$ cat src/rtl/float_div.sv
// rtl/float_div.sv - sequential binary16 divider, restoring mantissa division
//
// Purpose: result = a / b on IEEE-754 half precision, one quotient bit per
// clock. Denormals flush to zero, rounding is truncation.
//
// Ports:
//   clk, rst_n          clock, synchronous active-low reset
//   start, a, b         request and operands, accepted only in IDLE
//   busy, done          busy while dividing, done is a one-cycle pulse
//   result              quotient, held until the next accepted start
//   div_by_zero, overflow, underflow, invalid   status flags, valid with done

module float_div #(
    parameter int EXP_BIAS = 15,
    parameter int QBITS    = 12
) (
    input  logic        clk,
    input  logic        rst_n,
    input  logic        start,
    input  logic [15:0] a,
    input  logic [15:0] b,
    output logic        busy,
    output logic        done,
    output logic [15:0] result,
    output logic        div_by_zero,
    output logic        overflow,
    output logic        underflow,
    output logic        invalid
);

    typedef enum logic [1:0] {S_IDLE, S_DIV, S_NORM, S_DONE} state_t;

    // special-case outcome decided at capture, applied in NORM
    localparam logic [1:0] SP_NONE  = 2'd0;
    localparam logic [1:0] SP_INV   = 2'd1;
    localparam logic [1:0] SP_DBZ   = 2'd2;
    localparam logic [1:0] SP_AZERO = 2'd3;

    state_t             r_state;
    state_t             w_next_state;
    logic               r_sign;
    logic signed [6:0]  r_exp;
    logic [11:0]        r_rem;
    logic [10:0]        r_div;
    logic [QBITS-1:0]   r_quo;
    logic [3:0]         r_cnt;
    logic [1:0]         r_spec;
    logic [15:0]        r_result;
    logic               r_dbz;
    logic               r_ovf;
    logic               r_unf;
    logic               r_inv;

    logic               w_a_zero;
    logic               w_b_zero;
    logic               w_any_inf;
    logic [1:0]         w_spec;
    logic signed [6:0]  w_exp_diff;
    logic               w_ge;
    logic [10:0]        w_sub;
    logic signed [6:0]  w_exp_adj;
    logic [9:0]         w_mant;

    // operand classification at capture
    assign w_a_zero   = (a[14:10] == 5'd0);
    assign w_b_zero   = (b[14:10] == 5'd0);
    assign w_any_inf  = (a[14:10] == 5'h1F) || (b[14:10] == 5'h1F);
    assign w_exp_diff = $signed({2'b00, a[14:10]}) - $signed({2'b00, b[14:10]})
                        + $signed(7'(EXP_BIAS));

    always_comb begin
        w_spec = SP_NONE;
        if (w_any_inf || (w_a_zero && w_b_zero)) w_spec = SP_INV;
        else if (w_b_zero)                       w_spec = SP_DBZ;
        else if (w_a_zero)                       w_spec = SP_AZERO;
    end

    // one restoring step; the partial remainder always stays below 2*d,
    // so the difference fits in 11 bits before the shift
    assign w_ge  = (r_rem >= {1'b0, r_div});
    assign w_sub = w_ge ? 11'(r_rem - {1'b0, r_div}) : r_rem[10:0];

    // quotient lies in [0.5, 2): either the integer bit is set or the
    // first fraction bit is, so at most one position of shift is needed
    assign w_exp_adj = r_quo[QBITS-1] ? r_exp : (r_exp - 7'sd1);
    assign w_mant    = r_quo[QBITS-1] ? r_quo[QBITS-2 -: 10] : r_quo[QBITS-3 -: 10];

    // state register
    always_ff @(posedge clk) begin
        if (!rst_n) r_state <= S_IDLE;
        else        r_state <= w_next_state;
    end

    // next-state logic
    always_comb begin
        w_next_state = r_state;
        case (r_state)
            S_IDLE: if (start) w_next_state = S_DIV;
            S_DIV:  if (r_cnt == 4'(QBITS - 1)) w_next_state = S_NORM;
            S_NORM: w_next_state = S_DONE;
            S_DONE: w_next_state = S_IDLE;
            default: w_next_state = S_IDLE;
        endcase
    end

    // handshake outputs
    always_comb begin
        busy = (r_state == S_DIV) || (r_state == S_NORM);
        done = (r_state == S_DONE);
    end

    // datapath
    always_ff @(posedge clk) begin
        if (!rst_n) begin
            r_sign   <= 1'b0;
            r_exp    <= '0;
            r_rem    <= '0;
            r_div    <= '0;
            r_quo    <= '0;
            r_cnt    <= '0;
            r_spec   <= SP_NONE;
            r_result <= 16'h0000;
            r_dbz    <= 1'b0;
            r_ovf    <= 1'b0;
            r_unf    <= 1'b0;
            r_inv    <= 1'b0;
        end else begin
            case (r_state)
                S_IDLE: if (start) begin
                    r_sign <= a[15] ^ b[15];
                    r_exp  <= w_exp_diff;
                    r_rem  <= {2'b01, a[9:0]};
                    r_div  <= {1'b1, b[9:0]};
                    r_quo  <= '0;
                    r_cnt  <= '0;
                    r_spec <= w_spec;
                    r_dbz  <= 1'b0;
                    r_ovf  <= 1'b0;
                    r_unf  <= 1'b0;
                    r_inv  <= 1'b0;
                end
                S_DIV: begin
                    r_rem <= {w_sub, 1'b0};
                    r_quo <= {r_quo[QBITS-2:0], w_ge};
                    r_cnt <= r_cnt + 4'd1;
                end
                S_NORM: begin
                    case (r_spec)
                        SP_INV: begin
                            r_result <= 16'h7E00;
                            r_inv    <= 1'b1;
                        end
                        SP_DBZ: begin
                            r_result <= {r_sign, 5'h1F, 10'h000};
                            r_dbz    <= 1'b1;
                        end
                        SP_AZERO: r_result <= {r_sign, 15'h0000};
                        default: begin
                            if (w_exp_adj >= 7'sd31) begin
                                r_result <= {r_sign, 5'h1F, 10'h000};
                                r_ovf    <= 1'b1;
                            end else if (w_exp_adj <= 7'sd0) begin
                                r_result <= {r_sign, 15'h0000};
                                r_unf    <= 1'b1;
                            end else begin
                                r_result <= {r_sign, w_exp_adj[4:0], w_mant};
                            end
                        end
                    endcase
                end
                default: ;
            endcase
        end
    end

    assign result      = r_result;
    assign div_by_zero = r_dbz;
    assign overflow    = r_ovf;
    assign underflow   = r_unf;
    assign invalid     = r_inv;

endmodule

$ cat config.mk
export PLATFORM = sky130hd
export DESIGN_NAME = float_div
export DESIGN_NICKNAME = d
export VERILOG_FILES = /design/src/rtl/float_div.sv
export SDC_FILE = /design/constraint.sdc
export NUM_CORES = 1
export LEC_CHECK = 0
export ABC_AREA = 1
export CAP_MARGIN = 20
export CORE_AREA = 2 2 87 97
export CTS_CLUSTER_SIZE = 30
export DETAILED_ROUTE_END_ITERATION = 10
export DIE_AREA = 0 0 89 99
export GPL_TIMING_DRIVEN = 0
export MAX_ROUTING_LAYER = met4
export PLACE_DENSITY = 0.79
export SLEW_MARGIN = 20
export SYNTH_ARGS = -nofsm -noshare
export SYNTH_HDL_FRONTEND = slang
export SYNTH_SLANG_ARGS = --single-unit
$ cat constraint.sdc
create_clock -name clk -period 2.17 [get_ports clk]
set_input_delay 0.434 -clock clk [delete_from_list [all_inputs] [get_ports clk]]
set_output_delay 0.434 -clock clk [all_outputs]
set_load 0.1 [all_outputs]
==> results.toml, run 1 <==
[yosys]
synth_seq_area_share_pct = 33.3
netlist-cell-type-count = 43
synth_largest_type_area_fraction_pct = 33.3
synthesis.area_sq_um = 4270
synth-main-ff-cell = "sky130_fd_sc_hd__dfxtp_1"
yosysWarningCount = 0
post_synth_main_area_contributors = "sky130_fd_sc_hd__dfxtp_1, sky130_fd_sc_hd__nand2_1, sky130_fd_sc_hd__a21oi_1"
synth-edff-count = 0
async_reset_ff_share_pct = 0
synthesis.nets = 677
synth.ff_latch_count = 71
synthesis.area_per_instance_sq_um = 6.98
syn-instance-count = 612
yosys.area.top_type = "sky130_fd_sc_hd__dfxtp_1"

[cells_and_area]
area_growth_pct = 20.5
post-route-util_pct = 65.8
antenna_cells = 0
drive_above_1_share_pct = 7.91
nets = 744

[sta]
clock_skew_ns = 0.0123
slew_hr_pct = 35.5
finalCriticalPeriod_ns = 2.04
final_period_utilization_pct = 93.9
finalHoldViolations = 0
finalSetupViolCount = 0
report.final.slew_viol_count = 0
worstMarginPinSlew_ns = 0.972
timing.fmax_ghz = 0.491
rsz_0062_raised_after_global_routing = "false"
hold_slack_ns = 0.456

[die]
core_region_area_sq_um = 7830
core.rowCount = 34
chipHeight_um = 99
floorplan.initialDensity_pct = 54.6
design.portCount = 57
die-width_um = 89
fp.dieArea_sq_um = 8810

[clocking]
clkSlewWorstSetupHoldPaths_ns = 0.08
htree_num_levels = 3
holdBufCountCts = 0
tritoncts_clock_tree = "yes"
clk_latency_ns = 0.36
clock_sink_count = 71
postCtsSetupRepairBufs = 0
cts_buffer_depth = 2
clk_root_buffer_cell = "sky130_fd_sc_hd__clkbuf_8"
cts-buffers-inserted = 9

[global_routing]
grt_first_pass_wirelength_um = 19000
grt_max_degree = 13
first_global_vias = 4313
number_of_antenna_violations_at_the_first_check_in_global_routing = 0
gr_util_all_layers_pct = 28.1
grt_overflow_total = 0

[setup_path]
end_kind = "flip-flop"
crit_type = "primary input to flip-flop"
reg2reg_start = "r_rem[0]"
worst-r2r-setup-slack_ns = 0.18
worst-path-max-fanout = 3
critPathArrivalTime_ns = 2.26
r2r-end = "r_rem[11]"
worst-r2r-cell-count = 10
startpoint_type = "primary input"
required_ns = 2.40

[drt]
routedWlPerCell_um = 14.3
drc_errors = 0
ant_nets = 0
drt-initial-drc-count = 218
vias_per_cell = 5.49
drt_first_pass_iters = 5
routed-via-count = 4345
postRouteWirelength_um = 11300

[min_path]
timing.hold.worst_path_depth = 2
hp-start = "overflow"
hold_class = "flip-flop to flip-flop"
hold_path_end = "overflow"

[flow_run]
max_cap_violations = 0

[placement]
final_estimated_routing_congestion_in_global_placement = 0.911
place.port_buffers = 56
dpl.hpwl_um = 8660

[status]
run_status = "finished, final reports clean"

[pwr]
power_density_nw_per_um2 = 1480
peak_vdd_ir_mv = 1.32
p_leak_nw = 2.33
synth_stat cells (3+ instances only):
library cell,count
sky130_fd_sc_hd__a21oi_1,86
sky130_fd_sc_hd__nor2_4,3
sky130_fd_sc_hd__nand4_1,26
sky130_fd_sc_hd__nor3_1,6
sky130_fd_sc_hd__o31ai_1,3
sky130_fd_sc_hd__nand2_1,134
sky130_fd_sc_hd__xnor2_1,4
sky130_fd_sc_hd__inv_2,3
sky130_fd_sc_hd__nor2_1,33
sky130_fd_sc_hd__o21ai_1,3
sky130_fd_sc_hd__o21ai_0,37
sky130_fd_sc_hd__inv_1,72
sky130_fd_sc_hd__nand2_4,3
sky130_fd_sc_hd__dfxtp_1,71
sky130_fd_sc_hd__buf_2,5
sky130_fd_sc_hd__clkbuf_1,18
sky130_fd_sc_hd__ha_1,28
sky130_fd_sc_hd__xor2_1,7
sky130_fd_sc_hd__buf_6,3
sky130_fd_sc_hd__nand3_1,36
how the worst max path moves through the flow:
stage | depth (start not counted) | start | endpoint | slack, ns
4_1_cts | 2 | r_state[0] | done | 0.001
6_report | 10 | b[11] | r_exp[4] | 0.13
3_3_place_gp | 12 | a[10] | r_exp[4] | -0.40
3_5_place_dp | 10 | b[10] | r_exp[4] | -0.46
2_1_floorplan | 11 | a[10] | r_exp[4] | 0.23
5_1_grt | 10 | b[11] | r_exp[4] | 0.003
layout by cell type, fill, tap and decap left out, drive strengths merged:
cell	Yosys	routed
a211oi	2	2
a21o	2	2
a21oi	87	87
a22o	1	1
a31oi	2	2
and2	1	1
and3	1	1
buf	9	10
bufinv	0	1
clkbuf	18	28
clkdlybuf4s50	0	32
clkinv	0	3
clkinvlp	0	1
dfxtp	71	71
dlygate4sd2	0	22
fa	2	2
ha	28	28
inv	76	77
nand2	139	139
nand3	38	38
nand3b	3	3
nand4	27	27
nor2	36	36
nor3	6	6
o211ai	1	1
o21a	1	1
o21ai	42	42
o21bai	2	2
o221ai	1	1
o22ai	1	1
o31ai	3	3
or2	1	1
xnor2	4	4
xor2	7	7
logic make-up after synthesis:
kind of cell               Yosys count  synth area share (%)
and+or+nand+nor                    252                  27.3
AOI/OAI and AO/OA                  145                  18.2
buffers and inverters              103                  9.93
DFF                                 71                  33.3
adders and majority gates           30                  9.14
xor gates and xnor gates            11                  2.25
stage by stage:
step	std cells	setup TNS, ns	setup slack [ns]	cell area [sq um]	power (mW)
floorplan	612	0	0.232	4270	5.43
global placement	776	-1.52	-0.399	4970	6.40
detailed placement	776	-2.49	-0.458	4970	6.51
CTS	791	0	0.00150	5140	7.53
global route	791	0	0.00263	5150	8.27
finish	791	0	0.131	5150	7.63
sequential cells by signal, indices dropped and copies added, names as in the netlist:
signal,cells
div_by_zero,1
invalid,1
overflow,1
r_cnt,4
r_div,11
r_exp,7
r_quo,12
r_rem,12
r_sign,1
r_spec,2
r_state,2
result,16
underflow,1
what timing repair did:
action,4_1_cts,5_1_grt
resized for setup,31,10
pin swaps,1,2
endpoints found under the setup margin,24,15
hold endpoints to repair,0,0
layer usage:
metal / vias up / track usage, % / share of wire (%)
li1: 2175 / - / -
met1: 2017 / 33.4 / 43
met2: 123 / 47.2 / 49
met3: 30 / 5.78 / 5.3
met4: 0 / 8.73 / 2.6
met5: - / - / 0
report_power, final:
part	total, mW	internal (mW)	switching, mW
sequential	1.82	1.59	0.229
combinational	4.76	1.53	3.23
clock	1.04	0.522	0.522
total	7.63	3.65	3.98
layout make-up:
type                       instances  area, sq um
multi-input combinational        438         2460
fill                             731         2680
clock buffer                       9          124
timing repair buffer              56          523
buffer                            27          135
clock inverter                     6         61.3
sequential                        71         1420
tap                              108          135
inverter                          76          290
critical path, cell delays in order:
cell and delay [ns]:
sky130_fd_sc_hd__clkdlybuf4s50_1 0.50, sky130_fd_sc_hd__inv_2 0.07, sky130_fd_sc_hd__fa_1 0.52, sky130_fd_sc_hd__inv_2 0.05
sky130_fd_sc_hd__ha_1 0.18, sky130_fd_sc_hd__and2_1 0.17, sky130_fd_sc_hd__nand2_1 0.10, sky130_fd_sc_hd__a21oi_2 0.07
sky130_fd_sc_hd__o21ai_1 0.10, sky130_fd_sc_hd__a21oi_1 0.08
Power figures use the tool's default switching activity.
==> run 2: changes to the inputs <==
--- a/config.mk
+++ b/config.mk
@@ -14,7 +14,6 @@
 export GPL_TIMING_DRIVEN = 0
 export MAX_ROUTING_LAYER = met4
 export PLACE_DENSITY = 0.79
-export SLEW_MARGIN = 20
 export SYNTH_ARGS = -nofsm -noshare
 export SYNTH_HDL_FRONTEND = slang
 export SYNTH_SLANG_ARGS = --single-unit
==> results of run 2 <==
Same layout as run 1: the final DEF is identical, and so are final timing and power.
